[config.mk]
export PLATFORM = sky130hd
export DESIGN_NAME = layer_scheduler
export DESIGN_NICKNAME = d
export VERILOG_FILES = /design/src/rtl/nn_pkg.sv /design/src/rtl/issue_tag_pipe.sv /design/src/rtl/layer_scheduler.sv
export SDC_FILE = /design/constraint.sdc
export NUM_CORES = 1
export LEC_CHECK = 0
export ABC_AREA = 1
export BUFFER_PORTS_ARGS = -buffer_cell sky130_fd_sc_hd__buf_2
export CORE_AREA = 2 2 260 262
export CTS_CLUSTER_DIAMETER = 60
export CTS_CLUSTER_SIZE = 25
export DETAILED_ROUTE_END_ITERATION = 6
export DIE_AREA = 0 0 262 264
export SLEW_MARGIN = 10
export SYNTH_ARGS = -nofsm -noshare
export SYNTH_HDL_FRONTEND = slang
export SYNTH_HIERARCHICAL = 1
export SYNTH_SLANG_ARGS = --single-unit
[constraint.sdc]
create_clock -name clk -period 2.1 [get_ports clk]
set_clock_uncertainty 0.1 [all_clocks]
set_input_delay 0.315 -clock clk [delete_from_list [all_inputs] [get_ports clk]]
set_output_delay 0.315 -clock clk [all_outputs]
set_load 0.03 [all_outputs]
[src/rtl/nn_pkg.sv]
// Shared types and constants for the layer scheduler and its neuron datapath interface.
package nn_pkg;

  typedef enum logic [1:0] {StIdle, StIssue, StDrain, StDone} state_e;

  localparam int unsigned NEURON_IN = 7;
  localparam int unsigned DW        = 17;
  localparam int unsigned XW        = NEURON_IN * DW;
  localparam int unsigned WORD_W    = XW + DW;

  // Weight-memory word layout: {weights, bias}
  localparam int unsigned BIAS_LSB  = 0;
  localparam int unsigned BIAS_MSB  = DW - 1;
  localparam int unsigned WGT_LSB   = DW;
  localparam int unsigned WGT_MSB   = WORD_W - 1;

endpackage

[src/rtl/issue_tag_pipe.sv]
// Shift register of {valid, index} tags following each weight read through the
// memory and neuron latency; synchronous clear.
module issue_tag_pipe #(
  parameter int unsigned DEPTH = 2,
  parameter int unsigned IW    = 3
) (
  input  logic          clk_i,
  input  logic          clr_i,
  input  logic          in_valid_i,
  input  logic [IW-1:0] in_idx_i,
  output logic          out_valid_o,
  output logic [IW-1:0] out_idx_o,
  output logic          head_valid_o,
  output logic          inner_busy_o
);

  logic [DEPTH-1:0]         valid_q;
  logic [DEPTH-1:0][IW-1:0] idx_q;

  always_ff @(posedge clk_i) begin
    if (clr_i) begin
      valid_q <= '0;
      idx_q   <= '0;
    end else begin
      valid_q <= {valid_q[DEPTH-2:0], in_valid_i};
      idx_q   <= {idx_q[DEPTH-2:0], in_idx_i};
    end
  end

  assign out_valid_o  = valid_q[DEPTH-1];
  assign out_idx_o    = idx_q[DEPTH-1];
  // Stage 0 is the cycle the memory word is on w_data.
  assign head_valid_o = valid_q[0];
  // Tags still in flight other than the one leaving this cycle.
  assign inner_busy_o = |valid_q[DEPTH-2:0];

endmodule

[src/rtl/layer_scheduler.sv]
// Sequences one layer of neurons through a shared neuron datapath.
// Optional LAYER_SCHED_STATS_EN adds a cyc_cnt output (cycles from start to done).
module layer_scheduler
  import nn_pkg::*;
#(
  parameter int unsigned NUM_NEURONS = 7,
  parameter int unsigned PIPE_LAT    = 6,
  parameter int unsigned AW          = 8
) (
  input  logic                      clk,
  input  logic                      rst,
  input  logic                      start,
  input  logic [AW-1:0]             layer_base,
  input  logic [XW-1:0]             x_in,
  output logic [AW-1:0]             w_addr,
  output logic                      w_rd,
  input  logic [WORD_W-1:0]         w_data,
  output logic [XW-1:0]             n_x,
  output logic [XW-1:0]             n_w,
  output logic [DW-1:0]             n_bias,
  input  logic [DW-1:0]             n_y,
  output logic [DW*NUM_NEURONS-1:0] y_vec,
  output logic                      busy,
  output logic                      done
`ifdef LAYER_SCHED_STATS_EN
  ,
  output logic [15:0]               cyc_cnt
`endif
);

  localparam int unsigned   IW       = (NUM_NEURONS > 1) ? $clog2(NUM_NEURONS) : 1;
  localparam int unsigned   TagDepth = 1 + PIPE_LAT;
  localparam logic [IW-1:0] LastIdx  = IW'(NUM_NEURONS - 1);

  state_e        state_q, state_d;
  logic [IW-1:0] k_q, k_d;
  logic [AW-1:0] addr_q, addr_d;
  logic [XW-1:0] x_q, x_d;
  logic [DW-1:0] y_q [NUM_NEURONS];
  logic [DW-1:0] y_d [NUM_NEURONS];
  logic          accept;
  logic          tag_out_valid, tag_head_valid, tag_inner_busy;
  logic [IW-1:0] tag_out_idx;

  assign accept = (state_q == StIdle) && start;

  issue_tag_pipe #(
    .DEPTH (TagDepth),
    .IW    (IW)
  ) u_tags (
    .clk_i        (clk),
    .clr_i        (rst),
    .in_valid_i   (w_rd),
    .in_idx_i     (k_q),
    .out_valid_o  (tag_out_valid),
    .out_idx_o    (tag_out_idx),
    .head_valid_o (tag_head_valid),
    .inner_busy_o (tag_inner_busy)
  );

  always_ff @(posedge clk) begin
    if (rst) state_q <= StIdle;
    else     state_q <= state_d;
  end

  always_comb begin
    state_d = state_q;
    unique case (state_q)
      StIdle:  if (start) state_d = StIssue;
      StIssue: if (k_q == LastIdx) state_d = StDrain;
      StDrain: if (!tag_inner_busy) state_d = StDone;
      StDone:  state_d = StIdle;
      default: state_d = StIdle;
    endcase
  end

  always_comb begin
    w_rd = 1'b0;
    busy = 1'b0;
    done = 1'b0;
    unique case (state_q)
      StIssue: begin
        w_rd = 1'b1;
        busy = 1'b1;
      end
      StDrain: busy = 1'b1;
      StDone:  done = 1'b1;
      default: ;
    endcase
  end

  always_comb begin
    k_d    = k_q;
    addr_d = addr_q;
    x_d    = x_q;
    y_d    = y_q;
    if (accept) begin
      k_d    = '0;
      addr_d = layer_base;
      x_d    = x_in;
    end
    if (state_q == StIssue) begin
      k_d = k_q + 1'b1;
      // Stop on the last address so w_addr holds it after ISSUE.
      if (k_q != LastIdx) addr_d = addr_q + 1'b1;
    end
    for (int i = 0; i < int'(NUM_NEURONS); i++) begin
      if (tag_out_valid && tag_out_idx == IW'(i)) y_d[i] = n_y;
    end
  end

  always_ff @(posedge clk) begin
    if (rst) begin
      k_q    <= '0;
      addr_q <= '0;
      x_q    <= '0;
      for (int i = 0; i < int'(NUM_NEURONS); i++) y_q[i] <= '0;
    end else begin
      k_q    <= k_d;
      addr_q <= addr_d;
      x_q    <= x_d;
      y_q    <= y_d;
    end
  end

  assign w_addr = addr_q;
  assign n_x    = x_q;
  // Weights pass straight through while a read's data is on the bus, zero otherwise.
  assign n_w    = tag_head_valid ? w_data[WGT_MSB:WGT_LSB]   : '0;
  assign n_bias = tag_head_valid ? w_data[BIAS_MSB:BIAS_LSB] : '0;

  for (genvar g = 0; g < int'(NUM_NEURONS); g++) begin : g_yvec
    assign y_vec[g*DW +: DW] = y_q[g];
  end

`ifdef LAYER_SCHED_STATS_EN
  logic [15:0] run_q, cyc_q;

  always_ff @(posedge clk) begin
    if (rst) begin
      run_q <= '0;
      cyc_q <= '0;
    end else begin
      if (accept) begin
        run_q <= 16'd1;
      end else if (state_q != StIdle && run_q != 16'hFFFF) begin
        run_q <= run_q + 16'd1;
      end
      if (done) cyc_q <= run_q;
    end
  end

  assign cyc_cnt = cyc_q;
`endif

endmodule

=== Yosys cells after proc, flatten, opt, wreduce, memory -nomap -nowiden ===
Cells that the tools add are included.

* Output and inout bits: 385
* Bits of input ports: 283
* Word-level logic and storage cells: 63
* Flip-flop bits (word level): 279

* Reduce and logical (&&, ||, !) cells: 14
* Mux-type cells: 14
* Add/subtract/negate cells: 2
* Equal/unequal tests: 14

{| class="wikitable"
|+ Operators by type and width
! operator !! count
|-
| 2-to-1 mux 119 bit || 1
|-
| 2-to-1 mux 8 bit || 3
|-
| 2-to-1 mux 17 bit || 1
|-
| == test 3 bit (second input constant) || 4
|-
| adder 8 x 1 -> 8 bit (second input constant) || 1
|-
| logical AND 1 bit || 8
|-
| case mux 2 bit (4 select lines) || 1
|-
| == test 3 x 2 -> 1 bit (second input constant) || 2
|-
| 2-to-1 mux 2 bit || 3
|-
| 2-to-1 mux 3 bit || 2
|-
| != test 2 bit (second input constant) || 3
|-
| OR reduction 6 bit || 1
|-
| == test 2 bit (second input constant) || 2
|-
| adder 3 x 1 -> 3 bit (second input constant) || 1
|-
| == test 3 x 1 -> 1 bit (second input constant) || 1
|-
| logical NOT 3 bit || 1
|-
| 2-to-1 mux 1 bit || 3
|-
| != test 3 bit (second input constant) || 1
|-
| AND reduction 3 bit || 1
|-
| == test 2 x 1 -> 1 bit (second input constant) || 1
|-
| logical NOT 2 bit || 1
|-
| nonzero test 2 bit || 1
|-
| OR reduction 2 bit || 1
|}

=== Logic depth before layout (Yosys ltp) ===
Gate-level depths: netlist of run 1.

* Depth after elaboration: 5
* Gate-level depth with buffers: 10
* Gate-level depth less buffers: 8

=== Hierarchy ===
The synthesis of run 1 kept the hierarchy.

{| class="wikitable"
|+ By module, submodules not included
! module !! cells each !! area each (µm²) !! sequential area each (µm²) !! instances
|-
| layer_scheduler || 1449 || 10161.0 || 5024.8 || 1
|-
| issue_tag_pipe || 94 || 845.8 || 560.5 || 1
|}

=== Worst setup path after synthesis of run 1 ===
No wires, ideal clock.

* Path kind: register to register
* From: reg state_q[1]
* To: reg addr_q[2], in the netlist w_addr[2]
* Data arrival time: 1.344 ns
* Path buffers: 1
* Cell stages (with the launch flop): 6
* Setup slack: 0.540 ns
* Period minus slack after synthesis: 1.560 ns
* Cells stage by stage: dfxtp_1 inv_1 ha_1 nand2_1 buf_2 o211a_1

* Word-level cells in the longest chain between the ends: 5
* Elaborated cells on any way between the ends: 6
* Classes of those cells: eq/ne: 1; mux: 3; reduce/logical: 2

{| class="wikitable"
|+ RTL lines
! element !! line !! source
|-
| start, declared || layer_scheduler.sv:35 || <nowiki>state_e state_q, state_d;</nowiki>
|-
| start signal, assigned || layer_scheduler.sv:62 || <nowiki>if (rst) state_q <= StIdle;</nowiki>
|-
| start signal, assigned || layer_scheduler.sv:63 || <nowiki>else state_q <= state_d;</nowiki>
|-
| logical NOT 2 bit || layer_scheduler.sv:45 || <nowiki>assign accept = (state_q == StIdle) && start;</nowiki>
|-
| logical AND 1 bit || layer_scheduler.sv:45 ||
|-
| 2-to-1 mux 8 bit || layer_scheduler.sv:97 || <nowiki>if (accept) begin</nowiki>
|-
| 2-to-1 mux 8 bit || layer_scheduler.sv:105 || <nowiki>if (k_q != LastIdx) addr_d = addr_q + 1'b1;</nowiki>
|-
| 2-to-1 mux 8 bit (*) || layer_scheduler.sv:102 || <nowiki>if (state_q == StIssue) begin</nowiki>
|-
| end signal, assigned || layer_scheduler.sv:120 || <nowiki>addr_q <= addr_d;</nowiki>
|-
| end, declared || layer_scheduler.sv:37 || <nowiki>logic [AW-1:0] addr_q, addr_d;</nowiki>
|}

Mark *: on every way between the ends. The rest lies on a longest branch, timed or not.
A chain may end at the register's enable or synchronous reset.

=== Worst setup path in the final report of run 1 ===
* From: reg u_tags.valid_q[0]
* To: out n_w[50]

* Word-level cells in the longest chain between the ends: 1

{| class="wikitable"
|+ RTL lines
! element !! line !! source
|-
| start, declared || issue_tag_pipe.sv:17 || <nowiki>logic [DEPTH-1:0] valid_q;</nowiki>
|-
| start signal, assigned || issue_tag_pipe.sv:25 || <nowiki>valid_q <= {valid_q[DEPTH-2:0], in_valid_i};</nowiki>
|-
| 2-to-1 mux 119 bit || layer_scheduler.sv:129 || <nowiki>assign n_w = tag_head_valid ? w_data[WGT_MSB:WGT_LSB] : '0;</nowiki>
|-
| end, declared || layer_scheduler.sv:19 || <nowiki>output logic [XW-1:0] n_w,</nowiki>
|}

Every way passes these cells.

==> results of run 1 <==
logic make-up (layout without fill, tap and decap cells):
| family | after synthesis | count (layout) |
|---|---|---|
| and+or+nand+nor | 678 | 678 |
| adders and majority gates | 7 | 7 |
| DFF | 279 | 279 |
| AOI/OAI and AO/OA | 277 | 277 |
| buffers and inverters | 299 | 1115 |
| other | 0 | 2 |
| xor gates and xnor gates | 3 | 3 |
routing by layer:
metal / wire length, um / up-vias
met5: 0 / -
met4: 1703 / 0
met3: 3707 / 83
met2: 25500 / 605
met1: 18970 / 5694
li1: - / 6285
flip-flops by register name, indices dropped and copies added (netlist names):
register	count
n_x	119
u_tags/out_idx_o	3
k_q	3
state_q	2
u_tags/valid_q	7
u_tags/idx_q	18
w_addr	8
y_vec	119
placed cells by master (no fill, tap or decap), drive strengths merged, types with 2 or more instances in the layout:
cell type / n
a21oi: 27
dlygate4sd3: 139
clkinv: 6
nand2: 174
clkbuf: 34
diode: 2
xor2: 3
o21ai: 244
ha: 7
nand3: 11
bufinv: 2
dfxtp: 279
buf: 718
o211ai: 2
nor2: 492
inv: 214
per-stage QoR:
step                cell area (sq um)  hold slack [ns]
floorplan                       11010           0.2841
global placement                15320           0.2991
detailed placement              15320           0.2965
CTS                             18480          0.01101
global route                    18700          0.01584
finish                          18700          0.03913
path summary, 6_finish.rpt:
check / to / slack, ns / depth (start not counted) / from
setup reg to reg: n_x[64] / 0.29 / 7 / state_q[0]
hold reg to reg: u_tags/idx_q[13] / 0.30 / 2 / u_tags/idx_q[10]
hold / removal: y_vec[4] / 0.04 / 3 / n_y[4]
setup / recovery: n_w[50] / 0.04 / 6 / u_tags/valid_q[0]
area by class of cell:
cell class                      instances  area, sq um  area share [%]
Antenna cell                            2        5.005         0.02676
Inverter                              207        787.0           4.208
Clock inverter                         16        266.5           1.425
Clock buffer                           33        759.5           4.061
Timing Repair Buffer                  859         5952           31.83
Multi-Input combinational cell        965         4250           22.73
Sequential cell                       279         5589           29.89
Tap cell                              873         1092           5.841
what timing repair did:
item | 4_1_cts | 5_1_grt
resized for setup | 190 | 85
setup endpoints to repair | 102 | 110
hold buffers | 139 | 0
setup buffers | 4 | 0
hold endpoints to repair | 193 | 0
gates cloned | 7 | 1
power groups by stage:
stage,clock [uW],combinational (uW),sequential (uW)
after detailed placement,0,6000,6500
after global routing,5930,7490,6470
after floorplan,0,2780,7700
final,5530,6930,6390
after global placement,0,5990,6480
after CTS,5720,6810,6380
worst max-delay path: stages, from the launching register on:
cell,delay (ns)
dfxtp_4,0.36
buf_12,0.15
buf_12,0.14
buf_16,0.17
nand2_4,0.06
inv_4,0.05
buf_6,0.12
==> summary.md, run 1 <==
| Metric | Value |
|---|---|
| Status | finished, final reports clean |
| Synthesized area | 0.01101 sq mm |
| Number of max-cap violations | 0 |
| CTS root buffer | clkbuf_16 |
| Filler Cell Count | 7151 |
| Register area share after synthesis | 50.74% |
| Simple logic cell fraction of the synthesized area | 23.79% |
| Worst VDD drop | 0.0004336 V |
| Top-area cell type share of the netlist area | 50.74% |
| Placed insts | 3032 |
| Synth-to-layout area growth | 69.91% |
| P_sw | 7467 uW |
| First-pass GRT wire length | 69920 um |
| Synth async-reset ratio | 0% |
| Router iterations before antenna repair | 5 |
| Largest net degree at the start of global routing | 90 |
| Worst endpoint data arrival time | 1.65 ns |
| Initial antenna violation count | 3 |
| Final period utilization | 98.17% |
| Non-filler cells, final | 3234 |
| Hold WC Path Type | in -> reg |
| Post-synth EDFFs | 0 |
| Share of cells above drive strength 1 | 35.99% |
| CTS Buf Count | 27 |
| Utilization after layout | 28.10% |
| Adder-cell share of the synthesized area | 0.7957% |
| GRT Max-Usage Layer | met2 |
| Initial Utilization | 16.54% |
| Leakage | 0.01007 uW |
| Hold Fails Final Rpt | 0 |
| Site Rows | 95 |
| Post-layout nets | 2629 |
| Die Area | 0.06917 sq mm |
| Combinational family with the most area after synthesis | simple AND/OR/NAND/NOR gates |
| H-tree levels | 1 |
| Post-Syn Instances | 1543 |
| Clk pwr share | 29.3% |
| Clock transition at path regs | 0.08 ns |
| Core area | 0.06656 sq mm |
| Grt met2 use | 25.17% |
| Fmax | 485.1 MHz |
| IO Pins | 668 |
| Gr usage total | 13.26% |
| Crit path max fanout | 7 |
| Total power draw | 18850 uW |
| Post-route antenna net violation count | 0 |
| Critical path launch point type | flip-flop |
| Drt drc | 0 |
| Synthesized net count | 1833 |
| Routed WL per cell | 15.42 um |
| Post-synth top cells | nor2_1, dfxtp_1, o21ai_0, inv_1, nand2_1 |
| Via/cell ratio | 3.917 |
| CTS tree | done |
| GP Congestion | 0.8755 |
| #FFs+latches synth | 279 |
| Die Y | 264 um |
| Worst path required time | 1.68 ns |
| Worst-Margin Slew | 0.4182 ns |
| Grt met1 use | 14.42% |
| RSZ-0062 raised after global routing | true |
| Worst skew pair latency | 0.56 ns |
| Die span in x | 262 um |
| Primary FF master, synth | dfxtp_1 |
| Endpoints failing setup | 0 |
| Setup tns final | 0 ns |
| DP Worst Slack | 0.3080 ns |
| Maximum buffer depth of the clock tree | 3 |
| Ys Warns | 6 |
| Post-synthesis xor/xnor area fraction | 0.2387% |
| Final Critical Period | 2.061 ns |
| Initial detailed-routing violation count | 798 |
| Pwr/cell area | 1008 mW/mm^2 |
| Combinational power share | 36.8% |
| Total length of routed wires | 49880 um |
| Fin worst setup slack | 0.03853 ns |
| Unique cell type count in the Yosys netlist | 27 |
| Internal Power | 11380 uW |
| Vias | 12667 |
| Kind of critical path | reg -> out |
| Top post-synthesis cells by area | dfxtp_1, nor2_1, o21ai_0, inv_1, nand2_1 |
| Count leader, synth | nor2_1 |
| Number of global-route vias before repair | 12138 |
| PortBufs | 667 |
| Post-synthesis mux area share | 0% |
| Switching share of power | 39.61% |
| Grt total ovfl | 0 |
| Met3 Use GR | 2.360% |
| Critical path endpoint category | output pin |
| TritonCTS Sinks | 279 |
| Reg power frac | 33.9% |
| Slew Limit Headroom | 72.08% |
| Compound-Gate Fraction of Synth Area | 12.74% |
| Slew Limit Fails | 0 |
| DP HPWL | 34260 um |
| Syn_area_per_cell | 7.133 sq um |
| Cell taking the most area after synthesis | dfxtp_1 |
Power figures use the tool's default switching activity.
==> inputs of run 2 (changes only) <==
PLACE_DENSITY = 0.48   (was not set)
SLEW_MARGIN = 25   (was 10)
==> summary.md, run 2 (same netlist as run 1, synthesis figures left out) <==
| Metric | Value |
|---|---|
| Total length of routed wires | 48930 um |
| CP peak stage delay | 0.40 ns |
| Worst path top cell family by delay | buffers and inverters |
| Routed WL per cell | 15.10 um |
| IO Pins | 668 |
| CTS Buf Count | 30 |
| Critical path launch point type | flip-flop |
| Final Critical Period | 2.125 ns |
| Largest net degree at the start of global routing | 99 |
| Worst endpoint data arrival time | 1.71 ns |
| Die Area | 0.06917 sq mm |
| Critical Path Start | u_tags/valid_q[0] |
| Clock transition at path regs | 0.07 ns |
| Post-route design area | 0.01887 sq mm |
| DP HPWL | 33380 um |
| Synth-to-layout area growth | 71.42% |
| TritonCTS Sinks | 279 |
| Hold WC Path Type | in -> reg |
| Endpoints failing setup | 20 |
| Grt total ovfl | 0 |
| Commonest non-fill, non-tap cell in the layout | buf_2 |
| Number of global-route vias before repair | 11948 |
| Worst path bufs/invs | 5 |
| RSZ-0062 raised after global routing | true |
| Core area | 0.06656 sq mm |
| Worst-Margin Slew | 0.5035 ns |
| Failing checks | setup timing |
| Leakage | 0.01005 uW |
| Post-layout nets | 2633 |
| Hold slack final | 0.01958 ns |
| Critical Path, Cell by Cell | buf_12 > buf_16 > clkbuf_16 > nand2_2 > inv_2 > buf_6 |
| Met1 wire length | 21080 um |
| Combinational power share | 36.8% |
| PortBufs | 667 |
| Worst path required time | 1.68 ns |
| GP Congestion | 0.8863 |
| Reg power frac | 33.6% |
| Initial detailed-routing violation count | 651 |
| Placed insts | 3013 |
| Number of max-cap violations | 0 |
| Critical path's slowest cell | dfxtp_4 |
| RR Startpoint | state_q[1] |
| Status | complete, but fails checks |
| Worst hold start | n_y[16] |
| Crit path max fanout | 8 |
| Routed length on met2 | 23680 um |
| Worst VDD drop | 0.0005906 V |
| DP Worst Slack | 0.4230 ns |
| Wire length on met3 | 2853 um |
| Slew Limit Fails | 0 |
| Fmax | 470.6 MHz |
| Total power draw | 18930 uW |
| Kind of critical path | reg -> out |
| Initial Utilization | 16.54% |
| Post-route antenna net violation count | 0 |
| Fin worst setup slack | -0.02498 ns |
| P_sw | 7478 uW |
| Via/cell ratio | 3.812 |
| Maximum buffer depth of the clock tree | 3 |
| Gr usage total | 13.05% |
| First-pass GRT wire length | 70010 um |
| Router iterations before antenna repair | 5 |
| Pwr/cell area | 1003 mW/mm^2 |
| Clk pwr share | 29.5% |
| H-tree levels | 1 |
| CTS root buffer | clkbuf_16 |
| Initial antenna violation count | 3 |
| Placed instance area | 0.01524 sq mm |
| Hold Fails Final Rpt | 0 |
| Non-filler cells, final | 3240 |
| Drt drc | 0 |
| Die Y | 264 um |
| Worst skew pair latency | 0.59 ns |
| Most frequent cells in the layout | buf_2, nor2_1, dfxtp_1, o21ai_0, inv_1 |
| Vias | 12352 |
| Final period utilization | 101.2% |
| Switching share of power | 39.51% |
| Filler Cell Count | 7295 |
| Share of cells above drive strength 1 | 36.86% |
| CTS tree | done |
| Die span in x | 262 um |
| Highest metal used | met4 |
| Critical path endpoint category | output pin |
| Site Rows | 95 |
| Internal Power | 11450 uW |
| Slew Limit Headroom | 66.44% |
## run 2: area by class of cell
class	count	area, sq um	area share, %
Tap cell	873	1092	5.789
Antenna cell	1	2.502	0.01326
Clock buffer	33	772.0	4.092
Multi-Input combinational cell	965	4314	22.86
Clock inverter	22	281.5	1.492
Sequential cell	279	5589	29.62
Timing Repair Buffer	860	6032	31.97
Inverter	207	784.5	4.158
## run 2: path summary, 6_finish.rpt
| check | to | slack (ns) | cells after the start |
|---|---|---|---|
| worst max register to register | n_x[37] | 0.07 | 7 |
| worst min register to register | u_tags/idx_q[5] | 0.30 | 2 |
| worst max-delay path | n_bias[2] | -0.02 | 6 |
| worst min-delay path | y_vec[50] | 0.02 | 3 |
## run 2: metrics by stage
step	TNS (ns)	util [%]
after CTS	-3.448	27.79
after floorplan	0	-
final	-0.2041	28.35
after global routing	-4.116	28.35
after global placement	0	22.89
after detailed placement	0	22.89
## run 2: tightest hold or removal path, delay by kind of cell
kind                   cells  cell delay, ns
AND/OR/NAND/NOR            2            0.18
buffers and inverters      1            0.18
## run 2: timing repair
action	in CTS	in global routing
hold endpoints to repair	188	0
hold buffers	155	0
gates cloned	4	7
pin swaps	0	0
endpoints found under the setup margin	62	116
gates resized for setup	170	104
setup buffers	4	1
## run 2: power groups by stage
stage	combinational, uW	sequential [uW]	clock [uW]
after floorplan	2780	7700	0
after global placement	6010	6470	0
after detailed placement	5970	6490	0
after CTS	6730	6370	5800
after global routing	7590	6470	5990
final	6970	6370	5590
## run 2: layer usage
layer | track usage [%] | vias up
met2 | 23.15 | 462
met3 | 2.303 | 68
met5 | 0 | -
met4 | 3.741 | 0
met1 | 15.98 | 5519
li1 | - | 6303
